<file path="config.mk">
export PLATFORM = sky130hd
export DESIGN_NAME = branch_predictor
export DESIGN_NICKNAME = d
export VERILOG_FILES = /design/src/rtl/branch_predictor.sv
export SDC_FILE = /design/constraint.sdc
export NUM_CORES = 1
export LEC_CHECK = 0
export BUFFER_PORTS_ARGS = -buffer_cell sky130_fd_sc_hd__buf_2
export CORE_UTILIZATION = 52
export DETAILED_ROUTE_END_ITERATION = 8
export GPL_ROUTABILITY_DRIVEN = 0
export PLACE_DENSITY = 0.72
export SYNTH_ARGS = -nofsm -noshare
export SYNTH_HDL_FRONTEND = slang
export SYNTH_SLANG_ARGS = --single-unit
export TNS_END_PERCENT = 5
</file>
<file path="constraint.sdc">
create_clock -name clk -period 2.8 [get_ports clk]
set_input_delay 0 -clock clk [delete_from_list [all_inputs] [get_ports clk]]
set_output_delay 0 -clock clk [all_outputs]
set_load 0.03 [all_outputs]
</file>
<file path="src/rtl/branch_predictor.sv">
// Bimodal branch predictor: a table of 2-bit saturating counters indexed by
// PC bits. Lookups return a registered direction one cycle later.
// Lookups and updates to the same index in one cycle return the updated count.
// Ports: clk, rst_n (async, active-low)
//   lookup:  lkp_req, lkp_pc, lkp_flush -> pred_vld, pred_taken
//   update:  upd_vld, upd_pc, upd_taken, upd_pred -> mispredict
// Optional: define BRANCH_PREDICTOR_PERF_EN to add the outputs
//   br_cnt and mispred_cnt (saturating counters of updates and mispredicts).
module branch_predictor #(
  parameter int BHT_ENTRIES = 64,
  parameter int IDX_LSB     = 2
) (
  input  logic        clk,
  input  logic        rst_n,
  input  logic        lkp_req,
  input  logic [31:0] lkp_pc,
  input  logic        lkp_flush,
  output logic        pred_vld,
  output logic        pred_taken,
  input  logic        upd_vld,
  input  logic [31:0] upd_pc,
  input  logic        upd_taken,
  input  logic        upd_pred,
`ifdef BRANCH_PREDICTOR_PERF_EN
  output logic [31:0] br_cnt,
  output logic [31:0] mispred_cnt,
`endif
  output logic        mispredict
);

  localparam int IW = $clog2(BHT_ENTRIES);

  logic [1:0]    bht [BHT_ENTRIES];
  logic [IW-1:0] lkp_idx;
  logic [IW-1:0] upd_idx;
  logic [1:0]    upd_old;
  logic [1:0]    upd_new;
  logic [1:0]    lkp_cnt;
  logic          lkp_go;
  logic          mis_now;
  logic          unused;

  // Only the index field of each PC matters; the rest aliases.
  assign unused  = ^{lkp_pc, upd_pc};
  assign lkp_idx = lkp_pc[IDX_LSB +: IW];
  assign upd_idx = upd_pc[IDX_LSB +: IW];
  assign lkp_go  = lkp_req && !lkp_flush;
  assign mis_now = upd_vld && (upd_taken != upd_pred);

  always_comb begin
    upd_old = bht[upd_idx];
    upd_new = upd_old;
    if (upd_taken) begin
      if (upd_old != 2'b11) upd_new = upd_old + 2'd1;
    end else begin
      if (upd_old != 2'b00) upd_new = upd_old - 2'd1;
    end
  end

  // Same-index update forwards the post-update count to the lookup.
  always_comb begin
    lkp_cnt = bht[lkp_idx];
    if (upd_vld && (upd_idx == lkp_idx)) lkp_cnt = upd_new;
  end

  always_ff @(posedge clk or negedge rst_n) begin
    if (!rst_n) begin
      for (int i = 0; i < BHT_ENTRIES; i++) bht[i] <= 2'b01;
    end else if (upd_vld) begin
      bht[upd_idx] <= upd_new;
    end
  end

  always_ff @(posedge clk or negedge rst_n) begin
    if (!rst_n) begin
      pred_vld   <= 1'b0;
      pred_taken <= 1'b0;
      mispredict <= 1'b0;
    end else begin
      pred_vld   <= lkp_go;
      pred_taken <= lkp_go && lkp_cnt[1];
      mispredict <= mis_now;
    end
  end

`ifdef BRANCH_PREDICTOR_PERF_EN
  always_ff @(posedge clk or negedge rst_n) begin
    if (!rst_n) begin
      br_cnt      <= '0;
      mispred_cnt <= '0;
    end else begin
      if (upd_vld && (br_cnt != 32'hFFFF_FFFF))
        br_cnt <= br_cnt + 32'd1;
      if (mis_now && (mispred_cnt != 32'hFFFF_FFFF))
        mispred_cnt <= mispred_cnt + 32'd1;
    end
  end
`endif

endmodule

</file>
### Yosys cells after proc, flatten, opt, wreduce, memory -nomap -nowiden

Index checks and enable logic that the tools add are counted.

| word-level totals | value |
|---|---|
| output and inout port bits | 3 |
| word-level logic and storage cells | 97 |
| flip-flop bits (word level) | 131 |
| input port bits | 71 |

| cells by class | value |
|---|---|
| $lt $le $gt $ge | 3 |
| mux-type cells | 13 |
| bitwise logic cells | 2 |
| reductions and logical operators | 7 |
| add/sub/neg operators | 2 |
| equality and inequality tests | 3 |

Operator list:

| cell | count |
|---|---|
| $bwmux 128 | 1 |
| $bmux 2 s6 | 2 |
| $mux 2 | 9 |
| $ge 7x7->1 const B | 2 |
| $not 6->7 | 2 |
| $demux 2 s6 | 1 |
| $lt 7x1->1 const B | 1 |
| $eq 6x6->1 | 1 |
| $logic_and 1x1->1 | 5 |
| $add 2x1->2 const B | 1 |
| $ne 2x2->1 const B | 1 |
| $reduce_bool 2->1 | 1 |
| $sub 2x1->2 const B | 1 |
| $logic_not 1->1 | 1 |
| $ne 1x1->1 | 1 |

### Longest topological paths before layout

Gate-level depths: netlist of run 1.

| depth | value |
|---|---|
| depth after elaboration | 9 |
| gate-level depth with buffers | 12 |

### Least setup slack after synthesis of run 1

OpenSTA, ideal clock, no wires.

| timing path | value |
|---|---|
| path kind | register to register |
| start | register bht[64] (netlist name) |
| end | register pred_taken |
| setup time | 0.136 ns |
| path buffers | 2 |
| clock period less this slack | 2.227 ns |
| arrival | 2.091 ns |
| stages on the path, launching flop included | 10 |
| setup slack | 0.573 ns |
| cells stage by stage | dfstp_2 mux4_2 and3_1 a31oi_1 nand4_1 nor4b_2 maj3_1 buf_4 buf_4 a21oi_1 |

| on the way | value |
|---|---|
| longest elaborated chain between the ends | 8 |
| elaborated cells between the ends (all ways) | 12 |

Ends and longest elaborated chain:

| item | RTL line | RTL |
|---|---|---|
| from (decl) | 33 | `logic [1:0] bht [BHT_ENTRIES];` |
| from (signal, indexed assignment) | 70 | `bht[upd_idx] <= upd_new;` |
| $bmux 2 s6 * | 51 | `upd_old = bht[upd_idx];` |
| $mux 2 (not written as such) * (2 in series) | 51 |  |
| $sub 2x1->2, or another cell as far along | 56 | `if (upd_old != 2'b00) upd_new = upd_old - 2'd1;` |
| $mux 2 (on tied branches) | 56, 54 |  |
| $mux 2 * | 53 | `if (upd_taken) begin` |
| $mux 2 * | 63 | `if (upd_vld && (upd_idx == lkp_idx)) lkp_cnt = upd_new;` |
| $logic_and 1x1->1 * | 81 | `pred_taken <= lkp_go && lkp_cnt[1];` |
| to (signal assigned) | 81 |  |
| to (decl) | 19 | `output logic pred_taken,` |

Mark *: on every way between the ends. The rest lies on a longest branch, timed or not. The select of a mux whose other input is x is not followed.
A chain may end at the register's enable or synchronous reset.

### Worst setup path after layout of run 1

| timing path | value |
|---|---|
| start | register bht[64] (netlist name) |
| end | register bht[62] (netlist name) |

| on the way | value |
|---|---|
| longest elaborated chain between the ends | 7 |
| elaborated cells between the ends (all ways) | 11 |

Ends and longest elaborated chain:

| item | RTL line |
|---|---|
| $bmux 2 s6 * | 51 |
| $mux 2 (not written as such) * (2 in series) | 51 |
| $sub 2x1->2, or another cell as far along | 56 |
| $mux 2 (on tied branches) | 56, 54 |
| $mux 2 * | 53 |
| $bwmux 128 * | 70 |

Marks and branches as above.

==> results.json, run 1 <==
{
  "wl_per_cell_um": 21.88,
  "tightest_slew_ns": 0.9000,
  "max_freq_mhz": 363.2,
  "maxCapViolCount": 0,
  "p_per_area_mw_per_mm2": 724.9,
  "rrSetupSlack_ns": 0.05,
  "timing.final.ws_setup_ns": 0.04672,
  "cp-start-kind": "flip-flop",
  "clock_path_buffers": 2,
  "core_area_mm2": 0.01319,
  "syn_nets": 695,
  "nets": 730,
  "mostFrequentLayoutCells": "80 x nor2_1, 72 x nand2_1, 70 x mux2_2, 67 x dfrtp_1, 64 x dfstp_2",
  "cp_data_arrival_time_ns": 3.12,
  "synth.area.top_cells": "dfstp_2 24%, dfrtp_1 24%, mux2_2 11%",
  "drt_iter0_drc": 656,
  "rr_startpoint": "bht[64]",
  "crit_type": "flip-flop to flip-flop",
  "synthFlopType": "dfrtp_1",
  "start_util_pct": 53.24,
  "synth_edf_count": 0,
  "slew_headroom_pct": 39.54,
  "grt_overflow_total": 0,
  "finalSetupViolations": 0,
  "fin_util_pct": 60.98,
  "holdPathStages": 4,
  "multi_input_area_mm2": 0.003408,
  "drcViolationCount": 0,
  "portBuffers": 21,
  "period_needed_ns": 2.753,
  "clkSlewWorstSetupHoldPaths_ns": 0.06,
  "drt_wl_total_um": 18550,
  "synthesis.area_mm2": 0.007023,
  "crit_fanout": 64,
  "rr_worst_depth": 7,
  "skew_ns": 0.01244,
  "ys_seq_area_share_pct": 47.82,
  "hold_viol_final": 0,
  "synth_async_sr_flop_share_pct": 100.0,
  "root_buffer": "clkbuf_16",
  "drv_slew": 0,
  "post_cts.repair.setup_buffers": 0,
  "cts_buffers": 17,
  "ant_nets": 0,
  "yosys.area.top_type": "dfstp_2",
  "cp.required_ns": 3.16,
  "ys_ff_latch": 131,
  "p_leak_nw": 3.304,
  "pre_cts_ws_ns": -0.05512,
  "clkLatencyLatePin_ns": 0.43,
  "post-route-period-util_pct": 98.33,
  "layout_commonest_cell": "nor2_1",
  "worst_setup_path_end_kind": "flip-flop",
  "synth_top_area_share_pct": 23.94,
  "netlist_instances": 624,
  "hold_path_class": "input pin to flip-flop",
  "status": "finished clean",
  "viasPerCell": 6.251,
  "cts_tree": "built",
  "synth.avg_cell_area_um2": 11.25,
  "grt_pass1_vias": 5330,
  "grt_pass1_wl_um": 29950,
  "seq_area_mm2": 0.003358,
  "grt_setup_unrepaired": "true",
  "ys_warn_count": 0,
  "cts_sinks": 131,
  "antenna_found_initial": 0,
  "peakVddDrop_mv": 0.4676,
  "std_cell_rows": 42,
  "setup_tns_ns": 0,
  "num_vias": 5301,
  "track_usage_pct": 28.80,
  "hpwl_um": 12490,
  "regToRegEndpoint": "bht[62]",
  "dr.pass1.iters": 5,
  "drive_gt1_share_pct": 36.76,
  "area_delta_synth_final_pct": 14.52,
  "die_w_um": 118.2,
  "ys_types": 55,
  "fill_cells": 1034,
  "antenna_cells": 0,
  "crit_end": "bht[62]",
  "htree_levels": 4,
  "dieArea_mm2": 0.01397,
  "grt_max_degree": 73,
  "ios": 74,
  "die_h_um": 118.2,
  "startpoint": "bht[64]"
}
area by class of cell:
cell class,count,area share (%)
clock buffer,27,6.254
clock inverter,5,1.245
inverter,6,0.2800
multi-input combinational,451,42.38
sequential,131,41.75
tap,176,2.738
timing repair buffer,52,5.352
timing repair:
item,4_1_cts,5_1_grt
gates resized for setup,0,1
endpoints found under the setup margin,3,64
pin swaps,1,0
endpoints found under the hold margin,30,0
hold buffers,6,0
synthesized netlist by cell type, drive strengths merged, types with 3 or more instances:
| library cell | count |
|---|---|
| buf | 29 |
| o21ai | 33 |
| a211oi | 5 |
| nand2b | 4 |
| nor2 | 80 |
| a2bb2oi | 3 |
| a21oi | 44 |
| mux2 | 72 |
| and3 | 7 |
| nand3 | 7 |
| and2 | 3 |
| xnor2 | 3 |
| o22ai | 7 |
| mux2i | 15 |
| clkbuf | 7 |
| a221oi | 7 |
| nor2b | 7 |
| dfstp | 64 |
| nor3 | 7 |
| mux4 | 32 |
| nand2 | 72 |
| nand3b | 6 |
| xor2 | 4 |
| a32oi | 3 |
| dfrtp | 67 |
| nand4 | 3 |
| inv | 6 |
power by group:
| part | switching [mW] | internal [mW] |
|---|---|---|
| sequential | 0.203 | 2.31 |
| clock | 0.803 | 1.49 |
| combinational | 0.530 | 0.493 |
| total | 1.54 | 4.29 |
through the flow:
step / total power, mW / area (um^2) / hold WS (ns) / cells
detailed placement: 3.537 / 7371 / 0.1229 / 810
CTS: 5.839 / 8034 / 0.07635 / 848
global placement: 3.484 / 7371 / 0.1108 / 810
finish: 5.830 / 8043 / 0.07880 / 848
global route: 6.042 / 8043 / 0.07463 / 848
floorplan: 3.220 / 7023 / -0.2956 / 624
cells by family after synthesis:
group,Yosys count,share of synthesized area (%)
DFF,131,47.82
AOI/OAI and AO/OA,115,9.906
adders and majority gates,2,0.3385
xor gates and xnor gates,7,0.8730
and+or+nand+nor,208,13.27
muxes,119,24.00
buffers and inverters,42,3.795
per-layer routing:
layer | global-route usage [%] | part of all wire [%] | wire, um
met1 | 38.79 | 42 | 7711
met2 | 43.46 | 46 | 8567
met3 | 8.349 | 8.6 | 1601
met4 | 12.58 | 3.6 | 669
met5 | 0 | 0 | 0
how the worst min path moves through the flow:
stage / to / slack (ns) / startpoint
global route: pred_taken / 0.07 / lkp_pc[7]
global placement: bht[101] / 0.11 / rst_n
detailed placement: bht[95] / 0.12 / rst_n
CTS: pred_taken / 0.08 / lkp_pc[7]
finish: pred_taken / 0.08 / lkp_pc[7]
floorplan: bht[101] / -0.30 / rst_n
state kept, by name (all words and copies together), names as in the netlist:
| register | count |
|---|---|
| mispredict | 1 |
| pred_taken | 1 |
| bht | 128 |
| pred_vld | 1 |
worst max-delay path, stage by stage (launching register included):
cell     delay [ns]
dfstp_2        0.37
mux4_2         0.46
and3_1         0.19
a31oi_1        0.19
nand4_1        0.20
nor4b_4        0.29
maj3_4         0.63
mux2_2         0.28
No activity file was read; power rests on OpenSTA's default activity.
==> inputs of run 2 (changes only) <==
--- a/config.mk
+++ b/config.mk
@@ -9,6 +9,7 @@
 export CORE_UTILIZATION = 52
 export DETAILED_ROUTE_END_ITERATION = 8
 export GPL_ROUTABILITY_DRIVEN = 0
+export GPL_TIMING_DRIVEN = 0
 export PLACE_DENSITY = 0.72
 export SYNTH_ARGS = -nofsm -noshare
 export SYNTH_HDL_FRONTEND = slang
==> run 2 against run 1 <==
Compared with the run above:
- sequential share of layout area increased by 0.14 points
- largest cell class unchanged
- critical path depth increased by 2
- final cell count increased by 1.1%
- global-route usage increased by 3.6 points
- design area decreased by 0.34%
==> results.json, run 2 (synthesis results as in run 1) <==
{
  "status": "finished clean",
  "slew_headroom_pct": 4.848,
  "cts_buffers": 17,
  "cts_resized": 0,
  "fin_area_mm2": 0.008015,
  "cts_tree": "built",
  "root_buffer": "clkbuf_16",
  "start_util_pct": 53.24,
  "peakVddDrop_mv": 0.4572,
  "wl_met1_um": 8326,
  "viasPerCell": 6.544,
  "nets": 739,
  "tightest_slew_ns": 1.416,
  "placed_cell_area_mm2": 0.007372,
  "std_cell_rows": 42,
  "mostFrequentLayoutCells": "80 x nor2_1, 72 x nand2_1, 70 x mux2_2, 67 x dfrtp_1, 64 x dfstp_2",
  "largest_reg_flops": 128,
  "p_per_area_mw_per_mm2": 725.0,
  "p_total_mw": 5.811,
  "grt_pass1_vias": 5794,
  "hold_path_class": "input pin to async pin",
  "cp-start-kind": "flip-flop",
  "num_vias": 5608,
  "dp_cells": 819,
  "grt_setup_unrepaired": "false",
  "period_needed_ns": 2.676,
  "crit_fanout": 10,
  "die_h_um": 118.2,
  "crit_type": "flip-flop to flip-flop",
  "route.met2.wl_um": 9474,
  "antenna_found_initial": 0,
  "clock_path_buffers": 2,
  "grt_max_degree": 82,
  "drt_iter0_drc": 717,
  "dr.pass1.iters": 5,
  "rr_worst_depth": 9,
  "drcViolationCount": 0,
  "clkSlewWorstSetupHoldPaths_ns": 0.06,
  "drv_slew": 0,
  "cts_sinks": 131,
  "p_leak_nw": 3.261,
  "drt_wl_total_um": 21080,
  "grt_overflow_total": 0,
  "layout_commonest_cell": "nor2_1",
  "rrSetupSlack_ns": 0.12,
  "die_w_um": 118.2,
  "dr_wl_met3_um": 2130,
  "top_register": "bht",
  "regToRegEndpoint": "bht[95]",
  "ant_nets": 0,
  "hold_viol_final": 0,
  "drive_gt1_share_pct": 37.44,
  "track_usage_pct": 32.41,
  "area_delta_synth_final_pct": 14.13,
  "grt_pass1_wl_um": 32940,
  "worst_setup_path_end_kind": "flip-flop",
  "cp_data_arrival_time_ns": 2.99,
  "clkLatencyLatePin_ns": 0.44,
  "finalSetupViolations": 0,
  "maxCapViolCount": 0,
  "ios": 74,
  "htree_levels": 4,
  "cp.required_ns": 3.11,
  "core_area_mm2": 0.01319,
  "dieArea_mm2": 0.01397,
  "top_layer_used": "met4",
  "portBuffers": 18,
  "skew_ns": 0.007628,
  "hpwl_um": 14480,
  "post-route-period-util_pct": 95.59,
  "antenna_cells": 0,
  "final_cells": 857,
  "wl_per_cell_um": 24.60,
  "rr_startpoint": "bht[64]",
  "max_freq_mhz": 373.6
}
==> run 2: cell count changes in the layout (fill, tap and decap cells not counted), moves of 2 or more <==
| cell | before | now |
|---|---|---|
| buf_4 | 20 | 9 |
| buf_6 | 0 | 9 |
| buf_2 | 20 | 28 |
| buf_12 | 6 | 0 |
| clkinvlp_4 | 0 | 6 |
| bufinv_16 | 3 | 1 |
==> run 2: layout make-up <==
type	count	area, um^2
timing repair buffer	25	183.9
multi-input combinational	451	3403
fill	1091	5175
sequential	131	3358
clock inverter	11	102.6
clock buffer	21	480.5
tap	176	220.2
buffer	36	244.0
inverter	6	22.52
==> run 2: through the flow <==
step           setup TNS, ns  util, %  hold WS [ns]  worst slack, ns
2_1_floorplan              0        -       -0.2956           0.5728
3_3_place_gp          -1.385    55.60        0.1655          -0.1465
3_5_place_dp        -0.01342    55.89      -0.02897        -0.005737
4_1_cts                    0    60.77       0.09790           0.2046
5_1_grt                    0    60.77        0.1074          0.02604
6_report                   0    60.77       0.08073           0.1236
==> run 2: repair_timing <==
item | 4_1_cts | 5_1_grt
hold endpoints to repair | 91 | 0
setup buffers | 0 | 0
hold buffers | 6 | 0
==> run 2: power by group <==
part           switching [mW]  total (mW)  leakage, nW  internal (mW)
combinational           0.581        1.10         1.44          0.515
clock                   0.873        2.19        0.270           1.31
sequential              0.219        2.53         1.55           2.31
==> run 2: worst max-delay path: stages (launching register included) <==
cell and delay [ns]:
dfstp_2 0.36, mux4_2 0.46, and3_1 0.23, a31oi_1 0.16, nand4_1 0.16, nor4b_2 0.36
maj3_1 0.28, buf_4 0.20, buf_4 0.22, o21ai_1 0.11
==> run 2: metal layers <==
| metal | global-route usage (%) | vias to the layer above |
|---|---|---|
| met5 | 0 | - |
| met4 | 19.15 | 0 |
| met3 | 10.04 | 89 |
| met2 | 47.72 | 364 |
| met1 | 42.19 | 2796 |
| li1 | - | 2359 |
==> run 2: worst max-delay path by stage <==
stage | start | to | slack [ns] | depth (start not counted)
final | bht[64] | bht[95] | 0.12 | 9
after global routing | bht[68] | bht[95] | 0.03 | 9
after CTS | bht[64] | bht[95] | 0.20 | 9
after detailed placement | lkp_pc[3] | pred_taken | -0.006 | 8
after global placement | upd_pc[2] | bht[124] | -0.15 | 8
after floorplan | bht[64] | pred_taken | 0.57 | 9
